==> config.mk <==
export PLATFORM = sky130hd
export DESIGN_NAME = result_tx_seq
export DESIGN_NICKNAME = d
export VERILOG_FILES = /design/src/rtl/mat_maven_pkg.sv /design/src/rtl/tx_byte_handshake.sv /design/src/rtl/result_tx_seq.sv
export SDC_FILE = /design/constraint.sdc
export NUM_CORES = 1
export LEC_CHECK = 0
export CORE_MARGIN = 5
export CORE_UTILIZATION = 51
export DETAILED_ROUTE_END_ITERATION = 10
export MAX_ROUTING_LAYER = met4
export PLACE_DENSITY = 0.86
export SYNTH_ARGS = -nofsm -noshare
export SYNTH_HDL_FRONTEND = slang
export SYNTH_HIERARCHICAL = 1
export SYNTH_SLANG_ARGS = --single-unit
==> constraint.sdc <==
create_clock -name clk -period 2.1 [get_ports clk]
set_clock_uncertainty 0.05 [all_clocks]
set_input_delay 0.21 -clock clk [delete_from_list [all_inputs] [get_ports clk]]
set_output_delay 0.21 -clock clk [all_outputs]
set_load 0.01 [all_outputs]
==> src/rtl/mat_maven_pkg.sv <==
// Shared constants and types for the mat-maven datapath.
// Used by the hyperpacket parser, mat_mul and the result transmitter.
package mat_maven_pkg;

  localparam logic [7:0] MATMUL_OPCODE = 8'hFF;
  localparam logic [7:0] RESULT_OPCODE = 8'hFE;
  localparam int FRAME_LEN = 7;
  localparam int IDX_W = 3;

  typedef enum logic [1:0] {
    ST_IDLE,
    ST_SEND,
    ST_WAIT_ACK,
    ST_WAIT_DONE
  } result_tx_state_t;

  typedef logic [FRAME_LEN-1:0][7:0] frame_t;

  function automatic logic [7:0] frame_sum(
    input logic [7:0] a,
    input logic [7:0] b,
    input logic [7:0] c,
    input logic [7:0] d,
    input logic [7:0] e
  );
    return a ^ b ^ c ^ d ^ e;
  endfunction

endpackage

==> src/rtl/tx_byte_handshake.sv <==
// Per-byte UART handshake: request, busy rise or timeout, busy fall.
// Chains straight into the next byte while more is high.
module tx_byte_handshake
  import mat_maven_pkg::*;
#(
  parameter int ACK_TIMEOUT = 4
) (
  input  logic clk,
  input  logic rst,
  input  logic go,
  input  logic more,
  input  logic tx_busy,
  output logic send_request,
  output logic byte_done,
  output logic idle
);

  localparam int CW = $clog2(ACK_TIMEOUT + 2);

  result_tx_state_t state, state_nxt;
  logic [CW-1:0] cnt, cnt_nxt;

  always_ff @(posedge clk or posedge rst) begin
    if (rst) begin
      state <= ST_IDLE;
      cnt   <= '0;
    end else begin
      state <= state_nxt;
      cnt   <= cnt_nxt;
    end
  end

  always_comb begin
    state_nxt    = state;
    cnt_nxt      = cnt;
    send_request = 1'b0;
    byte_done    = 1'b0;
    idle         = 1'b0;
    unique case (state)
      ST_IDLE: begin
        idle = 1'b1;
        if (go) state_nxt = ST_SEND;
      end
      ST_SEND: begin
        send_request = 1'b1;
        cnt_nxt      = CW'(ACK_TIMEOUT);
        state_nxt    = ST_WAIT_ACK;
      end
      ST_WAIT_ACK: begin
        // a silent UART still releases the byte once the count runs out
        if (tx_busy || cnt <= CW'(1)) state_nxt = ST_WAIT_DONE;
        else cnt_nxt = cnt - 1'b1;
      end
      ST_WAIT_DONE: begin
        if (!tx_busy) begin
          byte_done = 1'b1;
          state_nxt = more ? ST_SEND : ST_IDLE;
        end
      end
      default: state_nxt = ST_IDLE;
    endcase
  end

endmodule

==> src/rtl/result_tx_seq.sv <==
// Frames one 2x2 mat-mul result as FE, job, c11..c22, xor checksum.
// Holds the snapshot buffer and byte index; handshake owns the UART pacing.
module result_tx_seq
  import mat_maven_pkg::*;
#(
  parameter int ACK_TIMEOUT = 4
) (
  input  logic       clk,
  input  logic       rst,
  input  logic       start,
  input  logic [7:0] job_id,
  input  logic [7:0] c11,
  input  logic [7:0] c12,
  input  logic [7:0] c21,
  input  logic [7:0] c22,
  input  logic       tx_busy,
  output logic [7:0] tx_byte,
  output logic       send_request,
  output logic       ready,
  output logic       done,
  output logic       overrun
);

  frame_t           frame;
  logic [IDX_W-1:0] idx;
  logic             done_q;
  logic             ovr_q;
  logic             hs_send;
  logic             hs_done;
  logic             hs_idle;
  logic             accept;
  logic             last;

  assign accept = start & hs_idle;
  assign last   = (idx == IDX_W'(FRAME_LEN - 1));

  tx_byte_handshake #(
    .ACK_TIMEOUT(ACK_TIMEOUT)
  ) u_hs (
    .clk         (clk),
    .rst         (rst),
    .go          (accept),
    .more        (!last),
    .tx_busy     (tx_busy),
    .send_request(hs_send),
    .byte_done   (hs_done),
    .idle        (hs_idle)
  );

  always_ff @(posedge clk or posedge rst) begin
    if (rst) begin
      frame  <= '0;
      idx    <= '0;
      done_q <= 1'b0;
      ovr_q  <= 1'b0;
    end else begin
      done_q <= hs_done & last;
      if (start && !hs_idle) ovr_q <= 1'b1;
      if (accept) begin
        frame <= {frame_sum(job_id, c11, c12, c21, c22),
                  c22, c21, c12, c11, job_id, RESULT_OPCODE};
        idx   <= '0;
      end else if (hs_done && !last) begin
        idx <= idx + 1'b1;
      end
    end
  end

  assign tx_byte      = hs_send ? frame[idx] : 8'h00;
  assign send_request = hs_send;
  assign ready        = hs_idle;
  assign done         = done_q;
  assign overrun      = ovr_q;

endmodule
# Yosys cells after proc, flatten, opt, wreduce, memory -nomap -nowiden
# Cells that the tools add are included.
# totals
reg_bits	59
input_bits	44
out_inout_bits	12
word_cells	56
# classes
addsub	2
n_lt_le_gt_ge	2
eq_ne	8
mux	16
n_bitwise	6
reduce_logical	10
# ops
op	n
bitwise XOR 8 bit	4
binary-select mux 8 bit (select 3 bit)	1
2-to-1 mux 8 bit	2
2-to-1 mux 3 bit	3
one-hot mux 2 bit (4 select lines)	1
2-to-1 mux 2 bit	3
!= test 2 bit, second input constant	3
one-hot mux 3 bit (2 select lines)	1
2-to-1 mux 1 bit	5
equality test 2 bit, second input constant	2
less-than comparator 3 x 4 -> 1 bit, second input constant	1
nonzero test 2 bit	2
adder 3 x 1 -> 3 bit, second input constant	1
equality test 3 bit, second input constant	1
less-or-equal comparator 3 x 1 -> 1 bit, second input constant	1
AND reduction 3 bit	1
subtractor 3 x 1 -> 3 bit, second input constant	1
AND 1 bit	2
equality test 2 x 1 -> 1 bit, second input constant	1
logical AND 1 bit	2
logical NOT 1 bit	2
logical NOT 2 bit	1
!= test 2 x 1 -> 1 bit, second input constant	1
AND reduction 2 bit	1
logical OR 1 bit	1

# Longest topological paths before layout
# logic_depth
word_depth	5
ltp_mapped	8
ltp_nobuf	7

# Hierarchy
# Netlist, hierarchy kept.
# by_module_without_submodules
module	n_inst	cells_each	area_per_inst_um2	seq_area_each_um2
result_tx_seq	1	210	2805.2	1351.3
tx_byte_handshake	1	39	385.4	125.1

# Least setup slack after synthesis
# No wires, ideal clock.
# synth_timing
path_kind	register to register
startpoint	register u_hs.state[0]
endpoint	register u_hs.state[1]
setup_time_ns	0.128
arrival_ns	1.726
required_ns	1.922
path_slack_ns	0.197
stages_incl_launch_ff	9
path_buffers	1
period_less_slack_ns	1.903
cell_sequence	dfrtp_1 > inv_1 > ha_1 > nand2_1 > inv_1 > buf_2 > or2b_4 > o211ai_2 > mux2_1
# synth_between
elab_chain_len	5
elab_cells_between_ends	11
classes_between	eq/ne (6); mux (2); bitwise (1); reduce/logical (2)
# synth_rtl
element	line	rtl
start: declaration	tx_byte_handshake.sv:20	result_tx_state_t state, state_nxt;
start signal: assignment	tx_byte_handshake.sv:28	state <= state_nxt;
logical NOT 2 bit	tx_byte_handshake.sv:39	unique case (state)
2-to-1 mux 1 bit	tx_byte_handshake.sv:39	
net ready	result_tx_seq.sv:19	output logic ready,
AND 1 bit	result_tx_seq.sv:34	assign accept = start & hs_idle;
net accept	result_tx_seq.sv:31	logic accept;
!= test 2 bit (no line)	--	
AND reduction 3 bit (no line)	--	
# The timed path passes the listed nets, and every way through them passes these cells.
# A chain may end at the register's enable or synchronous reset.

# Worst setup path in the final report
# layout_timing
startpoint	register idx[1]
endpoint	output port tx_byte[3]
# layout_between
elab_chain_len	3
# layout_rtl
element	line	rtl
start: declaration	result_tx_seq.sv:25	logic [IDX_W-1:0] idx;
start signal: assignment	result_tx_seq.sv:64	idx <= idx + 1'b1;
binary-select mux 8 bit (select 3 bit)	result_tx_seq.sv:69	assign tx_byte = hs_send ? frame[idx] : 8'h00;
2-to-1 mux 8 bit (implied by the code)	result_tx_seq.sv:69	
2-to-1 mux 8 bit	result_tx_seq.sv:69	
end: declaration	result_tx_seq.sv:17	output logic [7:0] tx_byte,
# Every way passes these cells. The select of a mux whose other input is x is not followed.

==> key figures <==
Run status
  – Run status: finished clean

Layout
  – Fin nets: 370
  – Final core occ: 68.5%
  – Fillcell total: around 450
  – Inserted Diodes: 0
  – Post-Layout Cell Count: approximately 400
  – Area grow syn2layout: 28.6%
  – Share of cells above drive strength 1: 33.6%

STA
  – Rel. slew slack: 65.5%
  – Tmin final: between 2000 and 2500 ps
  – RSZ-0062 raised after global routing: yes
  – Final Hold Fails: 0
  – Slew @ Worst Pin: 517 ps
  – Final period util: roughly 99%
  – Setup_tns: 0 ps
  – Slew Viols, Final: 0
  – Peak Freq: approximately 480 MHz
  – Final worst slack: between 15 and 20 ps
  – Final setup viols: 0
  – Hold WS: a little over 90 ps

Yosys
  – Synth warnings: 6
  – Area contributors post-synth: dfrtp_1 (46%), mux2_2 (17%), xnor3_1 (5.6%)
  – Cell accounting for the most synthesized area: dfrtp_1
  – Cell count after synthesis: between 200 and 250
  – Mapped Avg Cell Area: 12.8 sq um
  – Seq/Total Area, Yosys: 46.3%
  – Syn nets: 300
  – Post-synthesis cell type count: 46
  – Yosys top cell area share: ~46%
  – Mapped cell area: roughly 3200 sq um
  – Seq cells post-synth: 59

GRT
  – Global-route wire length before repair: 11500 um
  – Gr usage total: between 10% and 20%
  – Gr ovfl total: 0
  – Largest net degree at the start of global routing: 55
  – Met1 global-route usage: about a quarter
  – Initial antenna violation count: 0
  – Top Usage Layer GRT: met2
  – Met2 GRT Util: 31.1%
  – Met3 global-route usage: ~5.6%
  – Number of global-route vias before repair: around 2400

Critical path
  – Crit path required time: 1840 ps
  – Flop-to-flop setup slack: 200 ps
  – CP max FO: 8
  – Max stage delay on crit path: roughly 420 ps
  – CP delay by family, top: flip-flops
  – Critical path buffers and inverters: 2
  – Startpoint Class: flip-flop
  – Crit Path Class: reg2out
  – CP cell instances: buf_6, mux2_2, a221oi_2, a211oi_1, buf_2
  – Crit-path slowest cell: dfrtp_2
  – Crit end category: output pin
  – Crit path DAT: approximately 1800 ps

Placed design
  – Placed Cells: approximately 380
  – Routability cong.: roughly 0.84
  – Pre-CTS WS: -20.7 ps
  – Placed wire-length estimate: 4870 um
  – Port Buffers: 55

Floorplan
  – Die Y-Extent: just under 90 um
  – Die Wd: between 80 and 90 um
  – Ports: between 50 and 60
  – Row count: 28
  – Core Region: between 5000 and 6000 sq um
  – Starting Density: 53.3%
  – DIE AREA: 7940 sq um

Clock network
  – Clk_lat worst skew: 330 ps
  – H-tree levels: 3
  – Clock buffer count from CTS: 9
  – CTS tree: built
  – Worst-path clk slew: about 70 ps
  – Clock tree sinks: 59
  – Clk buf depth: 2
  – Clock root buffer master: clkbuf_8

Pwr
  – Combinational power share: a little under half
  – Net load switching power: ~2.0 mW
  – Sw frac: approximately 36%
  – Pwr Density: ~1400 nW/um^2
  – Pint: 3.65 mW
  – Flop pwr share: 35.8%
  – Clock power frac: around 18%
  – Pleak: about 1.8 nW
  – VDD IR max: between 0.0007 and 0.0008 V

Detailed routing
  – Routed length per instance: 17.4 um
  – Initial DRC count: 66
  – Number of remaining DRC errors: 0
  – ANT nets after route: 0
  – DRT Pass-1 Iters: 4
  – WL final: ~6900 um
  – DR vias: between 2000 and 2500
  – Vias per cell: between 5 and 6

Min path
  – HP Class: in2async

Flow run
  – Maxcap violations: 0
[Yosys cell counts, drive strengths merged]
cell type   n
dfrtp      59
mux2       57
xnor2      17
nand2      12
inv        11
o21ai      10
a211oi      9
a221oi      8
a22oi       8
buf         8
xnor3       8
ha          7
nor2        4
a21oi       3
clkbuf      3
nand2b      3
a311oi      2
and2b       2
and3        2
clkinv      2
o211ai      2
or2         2
a21boi      1
a21o        1
a2bb2oi     1
and4        1
nand3       1
nor2b       1
nor3        1
o2111ai     1
o21a        1
or2b        1
[power groups by stage]
stage | logic, mW | clock network [mW] | registers [mW]
final | 2.63 | 1.02 | 2.04
after global routing | 2.87 | 1.09 | 2.10
after CTS | 2.57 | 1.04 | 2.02
after detailed placement | 2.55 | 0 | 2.02
after global placement | 2.46 | 0 | 1.97
after floorplan | 1.82 | 0 | 1.92
[state kept, by name (all words and copies together), names as in the netlist]
signal / cells
done: 1
u_hs/cnt: 3
frame: 49
overrun: 1
u_hs/state: 2
idx: 3
[layer usage]
layer | share of wire, % | vias to the layer above
li1 | - | 1044
met1 | 42 | 1115
met2 | 50 | 60
met3 | 6.5 | 11
met4 | 1.7 | 0
met5 | 0 | -
[kinds of logic after synthesis]
| logic type | count (synthesis) | synth area share [%] |
|---|---|---|
| AO/OA/AOI/OAI | 47 | 10.9 |
| XOR/XNOR | 25 | 10.3 |
| adder cells (fa/ha/maj) | 7 | 2.74 |
| buffers and inverters | 24 | 4.12 |
| flip-flops | 59 | 46.3 |
| multiplexers | 57 | 20.2 |
| AND/OR/NAND/NOR | 30 | 5.37 |
[cells in the final DEF, fill, tap and decap left out, types with 3 or more instances in the layout]
| master | count |
|---|---|
| buf_6 | 3 |
| inv_1 | 10 |
| buf_2 | 8 |
| a211oi_2 | 3 |
| nor2_1 | 3 |
| clkdlybuf4s50_1 | 47 |
| dfrtp_1 | 58 |
| buf_4 | 11 |
| mux2_2 | 48 |
| a22oi_1 | 6 |
| xnor3_1 | 8 |
| xnor2_1 | 17 |
| a211oi_1 | 6 |
| a221oi_1 | 3 |
| ha_1 | 7 |
| o21ai_0 | 8 |
| mux2_1 | 8 |
| nand2_1 | 12 |
| a221oi_2 | 5 |
| clkinv_2 | 3 |
| clkbuf_8 | 10 |
[cell type report]
type                            count  area [sq um]  area share, %
Clock buffer                       11           141           3.45
Multi-Input combinational cell    166          1640           39.9
Clock inverter                      5          52.6           1.28
Tap cell                           75          93.8           2.29
Timing Repair Buffer               70           647           15.8
Sequential cell                    59          1480           36.0
Inverter                           13          52.6           1.28
[metrics by stage]
| stage | cell area [sq um] | power (mW) |
|---|---|---|
| 2_1_floorplan | 3190 | 3.73 |
| 3_3_place_gp | 3860 | 4.43 |
| 3_5_place_dp | 3860 | 4.57 |
| 4_1_cts | 4070 | 5.63 |
| 5_1_grt | 4100 | 6.06 |
| 6_report | 4100 | 5.69 |
[worst reg2reg max path, stage by stage (launching register included)]
cell and delay (ps):
dfrtp_1 480, clkinvlp_4 290, ha_1 310, a21boi_1 340, nor2_1 80, a211oi_1 250
[worst paths after layout]
kind,cells past startpoint,start,to
hold reg to reg,1,overrun,overrun
max in group asynchronous,3,rst,idx[1]
hold / removal,2,rst,u_hs/state[0]
min in group clk,1,overrun,overrun
setup reg to reg,5,idx[0],idx[1]
setup / recovery,5,idx[1],tx_byte[3]
[what timing repair did]
action,in CTS,in global routing
hold buffers,0,0
endpoints found under the setup margin,8,11
buffers inserted,1,1
gates resized for setup,41,9
pin swaps,1,1
Power figures use the tool's default switching activity.
